[src/rtl/instr_fetch_unit.sv]
// Multicycle MIPS instruction fetch stage.
// Fetches one 32-bit word as four byte reads (low byte first) over a req/ack
// handshake with a variable-latency 8-bit memory, then presents the committed
// word together with its op/funct fields.
// Optional feature: define IFU_TIMEOUT_EN to enable the per-byte ack timeout
// (TIMEOUT_CYC cycles) and the sticky err_o flag. Without it err_o is tied 0
// and a fetch waits for memory indefinitely.

module instr_fetch_unit #(
    parameter int unsigned ADDR_W      = 32
`ifdef IFU_TIMEOUT_EN
    ,
    parameter int unsigned TIMEOUT_CYC = 16
`endif
) (
    input  logic              clk_i,
    input  logic              rst_n_i,
    input  logic              start_i,
    input  logic [ADDR_W-1:0] pc_i,
    output logic              mem_req_o,
    output logic [ADDR_W-1:0] mem_addr_o,
    input  logic              mem_ack_i,
    input  logic [7:0]        mem_rdata_i,
    output logic [31:0]       instr_o,
    output logic [5:0]        op_o,
    output logic [5:0]        funct_o,
    output logic              instr_valid_o,
    output logic              busy_o,
    output logic [1:0]        byte_idx_o,
    output logic              err_o
);

    typedef enum logic [1:0] {
        StIdle,
        StReq,
        StDone
    } state_t;

    state_t            r_state, w_state_d;
    logic [ADDR_W-1:0] r_base, w_base_d;
    logic [1:0]        r_byte_idx, w_byte_idx_d;
    logic [23:0]       r_buf, w_buf_d;
    logic [31:0]       r_instr, w_instr_d;
    logic              r_valid, w_valid_d;
    logic [ADDR_W-1:0] w_pc_aligned;

`ifdef IFU_TIMEOUT_EN
    localparam int unsigned WAIT_W = $clog2(TIMEOUT_CYC + 1);

    logic              r_err, w_err_d;
    logic [WAIT_W-1:0] r_wait_cnt, w_wait_cnt_d;
`endif

    // Word-align the fetch address by masking the two byte-offset bits.
    assign w_pc_aligned = pc_i & ~ADDR_W'(3);

    // State and datapath registers; reset aborts any fetch without committing.
    always_ff @(posedge clk_i or negedge rst_n_i) begin
        if (!rst_n_i) begin
            r_state    <= StIdle;
            r_base     <= '0;
            r_byte_idx <= '0;
            r_buf      <= '0;
            r_instr    <= '0;
            r_valid    <= 1'b0;
`ifdef IFU_TIMEOUT_EN
            r_err      <= 1'b0;
            r_wait_cnt <= '0;
`endif
        end else begin
            r_state    <= w_state_d;
            r_base     <= w_base_d;
            r_byte_idx <= w_byte_idx_d;
            r_buf      <= w_buf_d;
            r_instr    <= w_instr_d;
            r_valid    <= w_valid_d;
`ifdef IFU_TIMEOUT_EN
            r_err      <= w_err_d;
            r_wait_cnt <= w_wait_cnt_d;
`endif
        end
    end

    // Next-state logic: accept start, assemble bytes on ack, commit on the last byte.
    always_comb begin
        w_state_d    = r_state;
        w_base_d     = r_base;
        w_byte_idx_d = r_byte_idx;
        w_buf_d      = r_buf;
        w_instr_d    = r_instr;
        w_valid_d    = r_valid;
`ifdef IFU_TIMEOUT_EN
        w_err_d      = r_err;
        w_wait_cnt_d = r_wait_cnt;
`endif

        unique case (r_state)
            StIdle, StDone: begin
                if (start_i) begin
                    w_state_d    = StReq;
                    w_base_d     = w_pc_aligned;
                    w_byte_idx_d = '0;
                    w_valid_d    = 1'b0;
`ifdef IFU_TIMEOUT_EN
                    w_err_d      = 1'b0;
                    w_wait_cnt_d = '0;
`endif
                end
            end

            StReq: begin
                if (mem_ack_i) begin
`ifdef IFU_TIMEOUT_EN
                    w_wait_cnt_d = '0;
`endif
                    unique case (r_byte_idx)
                        2'd0: w_buf_d[7:0]   = mem_rdata_i;
                        2'd1: w_buf_d[15:8]  = mem_rdata_i;
                        2'd2: w_buf_d[23:16] = mem_rdata_i;
                        2'd3: begin
                            // Last byte goes straight into the committed word.
                            w_instr_d = {mem_rdata_i, r_buf};
                            w_valid_d = 1'b1;
                            w_state_d = StDone;
                        end
                        default: w_state_d = StIdle;
                    endcase
                    if (r_byte_idx != 2'd3) begin
                        w_byte_idx_d = r_byte_idx + 2'd1;
                    end
                end
`ifdef IFU_TIMEOUT_EN
                else if (r_wait_cnt == WAIT_W'(TIMEOUT_CYC - 1)) begin
                    // Give up: flag the error, keep the previously committed word.
                    w_state_d = StIdle;
                    w_err_d   = 1'b1;
                    w_valid_d = 1'b0;
                end else begin
                    w_wait_cnt_d = r_wait_cnt + WAIT_W'(1);
                end
`endif
            end

            default: w_state_d = StIdle;
        endcase
    end

    // Outputs decoded from registered state so reset removes the request immediately.
    always_comb begin
        mem_req_o     = (r_state == StReq);
        busy_o        = (r_state == StReq);
        mem_addr_o    = mem_req_o ? (r_base + ADDR_W'(r_byte_idx)) : '0;
        byte_idx_o    = r_byte_idx;
        instr_o       = r_instr;
        op_o          = r_instr[31:26];
        funct_o       = r_instr[5:0];
        instr_valid_o = r_valid;
`ifdef IFU_TIMEOUT_EN
        err_o         = r_err;
`else
        err_o         = 1'b0;
`endif
    end

endmodule

[config.mk]
export PLATFORM = sky130hd
export DESIGN_NAME = instr_fetch_unit
export DESIGN_NICKNAME = d
export VERILOG_FILES = /design/src/rtl/instr_fetch_unit.sv
export SDC_FILE = /design/constraint.sdc
export NUM_CORES = 1
export LEC_CHECK = 0
export BUFFER_PORTS_ARGS = -buffer_cell sky130_fd_sc_hd__buf_4
export CAP_MARGIN = 25
export CELL_PAD_IN_SITES_DETAIL_PLACEMENT = 1
export CELL_PAD_IN_SITES_GLOBAL_PLACEMENT = 2
export CORE_UTILIZATION = 35
export CTS_CLUSTER_SIZE = 30
export DETAILED_ROUTE_END_ITERATION = 10
export PLACE_DENSITY_LB_ADDON = 0.1
export SYNTH_ARGS = -nofsm -noshare
export SYNTH_HDL_FRONTEND = slang
export SYNTH_SLANG_ARGS = --single-unit
[constraint.sdc]
create_clock -name clk_i -period 3.2 [get_ports clk_i]
set_clock_uncertainty 0.2 [all_clocks]
set_input_delay 0.64 -clock clk_i [delete_from_list [all_inputs] [get_ports clk_i]]
set_output_delay 0.64 -clock clk_i [all_outputs]
set_load 0.01 [all_outputs]
==> summary.txt, run 1 <==
Run status
  • Status: completed

Clocking
  • CTS root buf: clkbuf_16
  • Post-CTS Resized: 0
  • Worst-path clk slew: 0.07 ns
  • Cts bufs inserted: 9
  • Postcts setup bufs: 0
  • CTS tree: built
  • Bufs on Longest Clock Path: 2
  • Clk_lat worst skew: 0.33 ns
  • Number of H-tree levels: 3
  • Cts hold-fix bufs: 0
  • # clock sinks: 91

STA
  • RSZ-0062 raised after global routing: false
  • Fin. Hold Viols: 0
  • Worst-margin pin slew: 0.682 ns
  • Worst hold slack: 0.0668 ns
  • Final Cycle Share: 82.9%
  • Max Freq: 377 MHz
  • Final-report setup violation count: 0
  • Slew HR: 54.5%
  • Crit path time final: 2.65 ns
  • Setup TNS Final: 0 ns
  • Fin. max-slew vios: 0

Pwr
  • Total Power: 5270 uW
  • Power density cells: 1010 mW/mm^2
  • Peak VDD IR: 0.373 mV
  • Leak: 0.00272 uW

Synthesis
  • Post-Syn Area: 0.00397 sq mm
  • Instance count of the mapped netlist: 325
  • Synth Register Bits: 91
  • Register area share after synthesis: 57.4%
  • Synth top area cells: dfrtp_1, mux2_4, nand2_1
  • Synth unique cells: 20
  • Net count after synthesis: 373
  • Synth area leader: dfrtp_1
  • Syn_area_per_cell: 12.2 sq um
  • Yosys top cell area share: 57.4%
  • Ys Warns: 0

Worst setup path
  • Crit path max fanout: 24
  • CP Capture Type: primary output
  • Worst R2R Path Depth: 3
  • Reg-to-reg endpoint: instr_o[1]
  • Worst Setup Start Kind: register
  • Reg2reg start: r_state[1]
  • Data required, critical path: 2.36 ns
  • Flop-to-flop setup slack: 0.93 ns
  • Crit path DAT: 1.81 ns
  • Crit Path Category: register to primary output

Die
  • Initial Utilization: 36.3%
  • IO Count: 126
  • Full die area: 0.0118 sq mm
  • DIE HEIGHT: 108 um
  • Rows: 38
  • Die Width: 108 um
  • Core Area: 0.0109 sq mm

Route
  • Top Layer Used: met4
  • Routed wl met2: 4.26 mm
  • Metal3 WL: 574 um
  • Iter 0 DRT Violations: 85
  • Vias: 2,600
  • Final WL: 8.65 mm
  • Residual DRC: 0
  • DR pass1 iterations: 4
  • ANT nets after route: 0
  • DR WL/cell: 14.9 um
  • M1 WL: 3.75 mm
  • Vias per inst: 4.49

Global routing
  • Total GRT Usage: 15.8%
  • Largest net degree at the start of global routing: 55
  • First-pass GRT wire length: 14.1 mm
  • Antenna violations before repair: 0
  • Overflow after GRT: 0
  • Number of global-route vias before repair: 2,731

Final layout
  • ANT cells: 0
  • Most common cell after layout, fill and taps aside: buf_4
  • Layout Utilization: 47.5%
  • Filler cells: 1,196
  • Register area: 0.00228 sq mm
  • Layout cell share with drive strength beyond 1: 46.5%
  • Final Non-Filler Cells: 579
  • Most frequent cells in the layout: buf_4, nand2_1, dfrtp_1
  • Nets: 482
  • Multi-input gate area: 0.00149 sq mm
  • Synth-to-layout area growth: 31.1%

Placement
  • Port bufs: 122
  • Inst Count DP: 563
  • Detail Placement HPWL: 5.91 mm
  • GPL Wtd Cong: 0.679

Run
  • Maxcap violations: 0

Min path
  • HP Class: input pin to asynchronous set/reset pin
==> cell families (layout without fill, tap and decap cells) <==
group           after synthesis  in the layout  synth area share, %
buf+inv                      31            145                 5.11
fa+ha+maj                     4              4                 1.26
mux                          56             56                 18.6
compound gates                3              3                0.442
flops                        91             91                 57.4
other cells                   1              1               0.0946
simple gates                139            139                 17.1
==> sequential cells by signal, indices dropped and copies added (netlist names) <==
signal	cells
instr_o	32
r_base	30
r_buf	24
byte_idx_o	2
r_state	2
instr_valid_o	1
==> critical path, cell delays in order, from the launching register on <==
cell and delay, ns:
dfrtp_1 0.39, and2b_2 0.47, buf_4 0.32, and2_1 0.17
buf_4 0.12
==> how the worst max path moves through the flow <==
stage / start / to / slack [ns] / cells past startpoint
after global routing: r_state[1] / mem_addr_o[6] / 0.41 / 4
after CTS: r_state[1] / mem_addr_o[4] / 0.49 / 4
after floorplan: r_state[1] / mem_addr_o[0] / 1.22 / 4
after detailed placement: r_state[1] / mem_addr_o[4] / 0.87 / 4
after global placement: r_state[1] / mem_addr_o[2] / 0.87 / 4
final: r_state[1] / mem_addr_o[4] / 0.55 / 4
==> metal layers <==
layer | vias up | GRT usage [%]
met3 | 5 | 5.36
met1 | 1274 | 20.1
li1 | 1246 | -
met5 | - | 0
met4 | 0 | 4.05
met2 | 75 | 25.7
==> synthesized netlist by cell type (all sizes together) <==
master,count
and2,32
and2b,1
and4bb,1
buf,21
clkbuf,8
conb,1
dfrtp,91
ha,4
inv,2
mux2,56
nand2,98
nand2b,2
nand3,4
nor2b,1
o21ai,2
o31ai,1
==> metrics by stage <==
stage                     area (sq um)  setup slack, ns
final                             5200            0.546
after global routing              5200            0.411
after CTS                         5200            0.490
after detailed placement          4910            0.866
after global placement            4910            0.873
after floorplan                   3970             1.22
==> final cells by class <==
type / count / share of cell area, %
Inverter: 2 / 0.144
Sequential cell: 91 / 43.8
Clock inverter: 6 / 1.08
Timing Repair Buffer: 127 / 18.6
Clock buffer: 10 / 4.40
Multi-Input combinational cell: 203 / 28.6
Tap cell: 140 / 3.37
==> power by group <==
part	internal [uW]	leakage (uW)	total (uW)	switching [uW]
combinational	1270	0.00146	2240	970
sequential	1700	0.00112	2010	312
clock	545	0.000138	1020	477
total	3510	0.00272	5270	1760
Note: power is estimated with default switching activity, not from simulation.
==> inputs of run 2 (changes only) <==
--- a/config.mk
+++ b/config.mk
@@ -5,11 +5,12 @@
 export SDC_FILE = /design/constraint.sdc
 export NUM_CORES = 1
 export LEC_CHECK = 0
+export ABC_AREA = 1
 export BUFFER_PORTS_ARGS = -buffer_cell sky130_fd_sc_hd__buf_4
 export CAP_MARGIN = 25
 export CELL_PAD_IN_SITES_DETAIL_PLACEMENT = 1
 export CELL_PAD_IN_SITES_GLOBAL_PLACEMENT = 2
-export CORE_UTILIZATION = 35
+export CORE_UTILIZATION = 26
 export CTS_CLUSTER_SIZE = 30
 export DETAILED_ROUTE_END_ITERATION = 10
 export PLACE_DENSITY_LB_ADDON = 0.1
==> constraint.sdc (replaced) <==
create_clock -name clk_i -period 2.15 [get_ports clk_i]
set_clock_uncertainty 0.2 [all_clocks]
set_input_delay 0.43 -clock clk_i [delete_from_list [all_inputs] [get_ports clk_i]]
set_output_delay 0.43 -clock clk_i [all_outputs]
set_load 0.01 [all_outputs]
==> summary.txt, run 2 <==
Run status
  • Status: completed

Clocking
  • CTS tree: built
  • # clock sinks: 91
  • Cts bufs inserted: 9
  • Clk_lat worst skew: 0.34 ns
  • CTS root buf: clkbuf_16
  • Number of H-tree levels: 3
  • Worst-path clk slew: 0.07 ns
  • Bufs on Longest Clock Path: 2

Synthesis
  • FFs w/ async S/R, synth: 100%
  • Synth area leader: dfrtp_1
  • Ys Warns: 0
  • Syn_area_per_cell: 8.48 sq um
  • Largest family of logic cells by synthesized area: simple AND/OR/NAND/NOR gates
  • Net count after synthesis: 508
  • Yosys top cell area share: 58.4%
  • Instance count of the mapped netlist: 460
  • EDFF count, synth: 0
  • Post-Syn Area: 0.00390 sq mm
  • Multiplexer area fraction after synthesis: 0%
  • Synth unique cells: 16
  • Synth Area in Compound Gates: 4.24%
  • Most frequent cells after synthesis: nand2_1, dfrtp_1, nor2_1
  • Top-count cell post-synth: nand2_1
  • Register area share after synthesis: 58.4%
  • Synth Area in Adders: 1.28%
  • Synth Register Bits: 91
  • Synth top area cells: dfrtp_1, nand2_1, nand3_1
  • Post-Synth Simple-Gate Area: 26.7%
  • Top FF cell, synth: dfrtp_1
  • Xor/xnor cell area share of the yosys netlist: 0%

Worst setup path
  • Worst Setup Start Kind: register
  • Data required, critical path: 1.52 ns
  • Crit Path Category: register to primary output
  • CP Capture Type: primary output
  • Crit path DAT: 1.43 ns
  • Crit path max fanout: 16

Pwr
  • Leak: 0.00293 uW
  • Peak VDD IR: 0.675 mV
  • Power density cells: 1570 mW/mm^2

Route
  • Final WL: 10.8 mm
  • Iter 0 DRT Violations: 108
  • DR pass1 iterations: 4
  • Vias: 3,321
  • DR WL/cell: 14.2 um
  • Vias per inst: 4.36
  • Residual DRC: 0
  • ANT nets after route: 0

STA
  • Final worst setup slack: 0.0914 ns
  • Max Freq: 486 MHz
  • Final Cycle Share: 95.7%
  • RSZ-0062 raised after global routing: false
  • Fin. max-slew vios: 0
  • Crit path time final: 2.06 ns
  • Worst hold slack: 0.127 ns
  • Final-report setup violation count: 0
  • Fin. Hold Viols: 0
  • Setup TNS Final: 0 ns

Final layout
  • ANT cells: 0
  • Most frequent cells in the layout: buf_4, nand2_1, dfrtp_1
  • Filler cells: 1,677
  • Synth-to-layout area growth: 37.5%
  • Max FFs per register: 32
  • Nets: 620
  • Layout cell share with drive strength beyond 1: 28.4%
  • Most common cell after layout, fill and taps aside: buf_4

Placement
  • Place WS: 0.315 ns
  • Port bufs: 122
  • Detail Placement HPWL: 7.52 mm
  • GPL Wtd Cong: 0.731

Global routing
  • Number of global-route vias before repair: 3,449
  • Total GRT Usage: 14.7%
  • Overflow after GRT: 0
  • Antenna violations before repair: 0
  • First-pass GRT wire length: 18.0 mm
  • Largest net degree at the start of global routing: 62

Die
  • Initial Utilization: 26.7%
  • Rows: 44
  • Full die area: 0.0155 sq mm
  • IO Count: 126
  • DIE HEIGHT: 124 um
  • Core Area: 0.0146 sq mm
  • Die Width: 124 um

Run
  • Maxcap violations: 0

Min path
  • HP Class: input pin to register
==> run 2: final timing paths <==
check,from,endpoint,slack [ns],cells past startpoint
setup reg to reg,r_state[0],instr_o[31],0.44,6
hold reg to reg,r_buf[6],r_buf[6],0.27,2
min in group asynchronous,rst_n_i,r_base[31],0.39,2
setup / recovery,r_state[0],mem_req_o,0.09,4
hold / removal,pc_i[24],r_base[24],0.13,3
max in group asynchronous,rst_n_i,r_buf[23],0.80,3
==> run 2: routing by layer <==
| metal | vias to the layer above | wire (um) | GRT usage [%] |
|---|---|---|---|
| met3 | 10 | 738 | 5.50 |
| met4 | 0 | 142 | 4.46 |
| li1 | 1637 | - | - |
| met1 | 1591 | 4650 | 17.5 |
| met5 | - | 0 | 0 |
| met2 | 83 | 5290 | 24.6 |
==> run 2: cell families (layout without fill, tap and decap cells) <==
family | after synthesis | in the layout
simple gates | 255 | 255
other cells | 1 | 1
buf+inv | 76 | 193
fa+ha+maj | 4 | 4
flops | 91 | 91
compound gates | 33 | 33
==> run 2: where the power goes <==
| group | internal, uW | leakage, uW | switching (uW) |
|---|---|---|---|
| sequential | 2490 | 0.00110 | 402 |
| combinational | 1850 | 0.00169 | 2080 |
| clock | 896 | 0.000141 | 675 |
==> run 2: critical path: stages, from the launching register on <==
cell and delay (ns):
dfrtp_2 0.45, nand2_4 0.13, bufbuf_16 0.31, inv_1 0.06
buf_4 0.14
==> run 2: area by class of cell <==
type / count / area, sq um / area share (%)
clock buffers: 9 / 225 / 4.20
clock inverters: 7 / 68.8 / 1.28
inverters: 37 / 139 / 2.59
multi-input cells: 293 / 1280 / 23.8
flip-flops and latches: 91 / 2280 / 42.5
well taps: 184 / 230 / 4.30
repair buffers: 140 / 1140 / 21.3
==> run 2: per-stage QoR <==
stage	area (sq um)	total power, uW	utilization, %	instances
after floorplan	3900	4930	-	460
after global placement	5000	6730	34.3	742
after detailed placement	5000	6810	34.3	742
after CTS	5360	8580	36.7	761
after global routing	5360	9100	36.7	761
final	5360	8400	36.7	761
==> run 2: timing repair <==
action	CTS	global route
cloned	1	0
hold buffers	1	0
resized for setup	2	3
endpoints found under the hold margin	30	0
buffers inserted	1	0
endpoints found under the setup margin	12	9
==> inputs of run 3 (changes only) <==
--- a/config.mk
+++ b/config.mk
@@ -10,10 +10,12 @@
 export CAP_MARGIN = 25
 export CELL_PAD_IN_SITES_DETAIL_PLACEMENT = 1
 export CELL_PAD_IN_SITES_GLOBAL_PLACEMENT = 2
+export CORE_MARGIN = 4
 export CORE_UTILIZATION = 26
 export CTS_CLUSTER_SIZE = 30
 export DETAILED_ROUTE_END_ITERATION = 10
-export PLACE_DENSITY_LB_ADDON = 0.1
+export PLACE_DENSITY = 0.79
+export SETUP_SLACK_MARGIN = 0.4
 export SYNTH_ARGS = -nofsm -noshare
 export SYNTH_HDL_FRONTEND = slang
 export SYNTH_SLANG_ARGS = --single-unit
==> summary.txt, run 3 (synthesis results as in run 2) <==
Route
  • Vias per inst: 4.45
  • Iter 0 DRT Violations: 172
  • Final WL: 11.5 mm
  • Vias: 3,385
  • DR pass1 iterations: 4
  • DR WL/cell: 15.1 um
  • Residual DRC: 0
  • ANT nets after route: 0

STA
  • Setup TNS Final: 0 ns
  • Final Cycle Share: 91.3%
  • RSZ-0062 raised after global routing: true
  • Crit path time final: 1.96 ns
  • Final-report setup violation count: 0
  • Max Freq: 509 MHz
  • Fin. max-slew vios: 0
  • Worst-margin pin slew: 0.548 ns
  • Fin. Hold Viols: 0
  • Slew HR: 63.5%

Placement
  • Inst Count DP: 737
  • Detail Placement HPWL: 7.80 mm
  • GPL Wtd Cong: 0.716
  • Port bufs: 122

Pwr
  • Power density cells: 1580 mW/mm^2
  • Leak: 0.00294 uW
  • Peak VDD IR: 0.538 mV

Worst setup path
  • CP startpoint: r_state[1]
  • Crit path DAT: 1.33 ns
  • Flop-to-flop setup slack: 0.48 ns
  • CP Capture Type: primary output
  • Worst Setup Start Kind: register
  • Reg2reg start: r_state[0]
  • Worst R2R Path Depth: 7
  • Crit path to: mem_addr_o[21]
  • Crit Path Category: register to primary output
  • Reg-to-reg endpoint: r_buf[2]
  • Data required, critical path: 1.52 ns
  • Crit path max fanout: 18

Clocking
  • Cts bufs inserted: 9
  • Clk_lat worst skew: 0.34 ns
  • Bufs on Longest Clock Path: 2
  • Worst-path clk slew: 0.07 ns
  • # clock sinks: 91
  • CTS root buf: clkbuf_16
  • CTS tree: built
  • Number of H-tree levels: 3

Die
  • Rows: 44
  • Die Width: 130 um
  • Initial Utilization: 26.7%
  • Core Area: 0.0146 sq mm
  • Full die area: 0.0170 sq mm
  • DIE HEIGHT: 130 um
  • IO Count: 126

Run status
  • Status: completed

Global routing
  • Total GRT Usage: 13.5%
  • Overflow after GRT: 0
  • First-pass GRT wire length: 18.1 mm
  • Largest net degree at the start of global routing: 62
  • Number of global-route vias before repair: 3,491
  • Antenna violations before repair: 0

Final layout
  • Most common cell after layout, fill and taps aside: buf_4
  • ANT cells: 0
  • Layout cell share with drive strength beyond 1: 31.7%
  • Synth-to-layout area growth: 39.3%
  • Final Non-Filler Cells: 761
  • Nets: 621
  • Layout Utilization: 37.2%
  • Max FFs per register: 32
  • Most frequent cells in the layout: buf_4, nand2_1, dfrtp_1

Run
  • Maxcap violations: 0

Min path
  • HP Class: input pin to register
[run 3: critical path, cell delays in order, from the launching register on]
cell and delay (ns):
dfrtp_2 0.42, inv_2 0.08, nand2_4 0.08, buf_12 0.17, nor2_1 0.11, buf_4 0.13
[run 3: worst min path at each step]
stage / slack, ns / cells past startpoint / startpoint / end
4_1_cts: 0.12 / 3 / pc_i[15] / r_base[15]
3_3_place_gp: 0.25 / 1 / rst_n_i / instr_o[11]
2_1_floorplan: -0.07 / 0 / rst_n_i / byte_idx_o[0]
6_report: 0.13 / 3 / pc_i[19] / r_base[19]
3_5_place_dp: 0.26 / 1 / rst_n_i / instr_o[12]
5_1_grt: 0.13 / 3 / pc_i[15] / r_base[15]
[run 3: where the power goes]
part	switching, uW	internal [uW]	total (uW)
Combinational	2240	1940	4180
Clock	711	794	1510
Sequential	405	2490	2900
[run 3: area by class of cell]
cell class                      count  area [sq um]
Tap cell                          184           230
Fill cell                        1717          9160
Multi-Input combinational cell    293          1340
Clock buffer                        9           225
Sequential cell                    91          2280
Timing Repair Buffer              141          1170
Clock inverter                      6          51.3
Inverter                           37           139
[run 3: stage by stage]
step	setup WS, ns	hold WS [ns]	total power (uW)	instance area [sq um]
2_1_floorplan	0.446	-0.0656	4930	3900
3_3_place_gp	0.435	0.253	6690	4950
3_5_place_dp	0.400	0.260	6800	4950
4_1_cts	0.168	0.122	8560	5320
5_1_grt	0.119	0.133	9330	5430
6_report	0.186	0.134	8590	5430
[run 3: layer usage]
metal | GRT usage (%) | part of all wire [%]
met1 | 17.4 | 43
met2 | 21.9 | 48
met3 | 4.84 | 8.2
met4 | 3.45 | 0.70
met5 | 0 | 0
[run 3: what timing repair did]
item                       in CTS  in global routing
hold endpoints to repair       37                  0
setup endpoints to repair      34                 91
hold buffers                    1                  0
pin swaps                       0                  1
gates cloned                    1                  2
gates resized for setup        11                 18
setup buffers                   3                  2
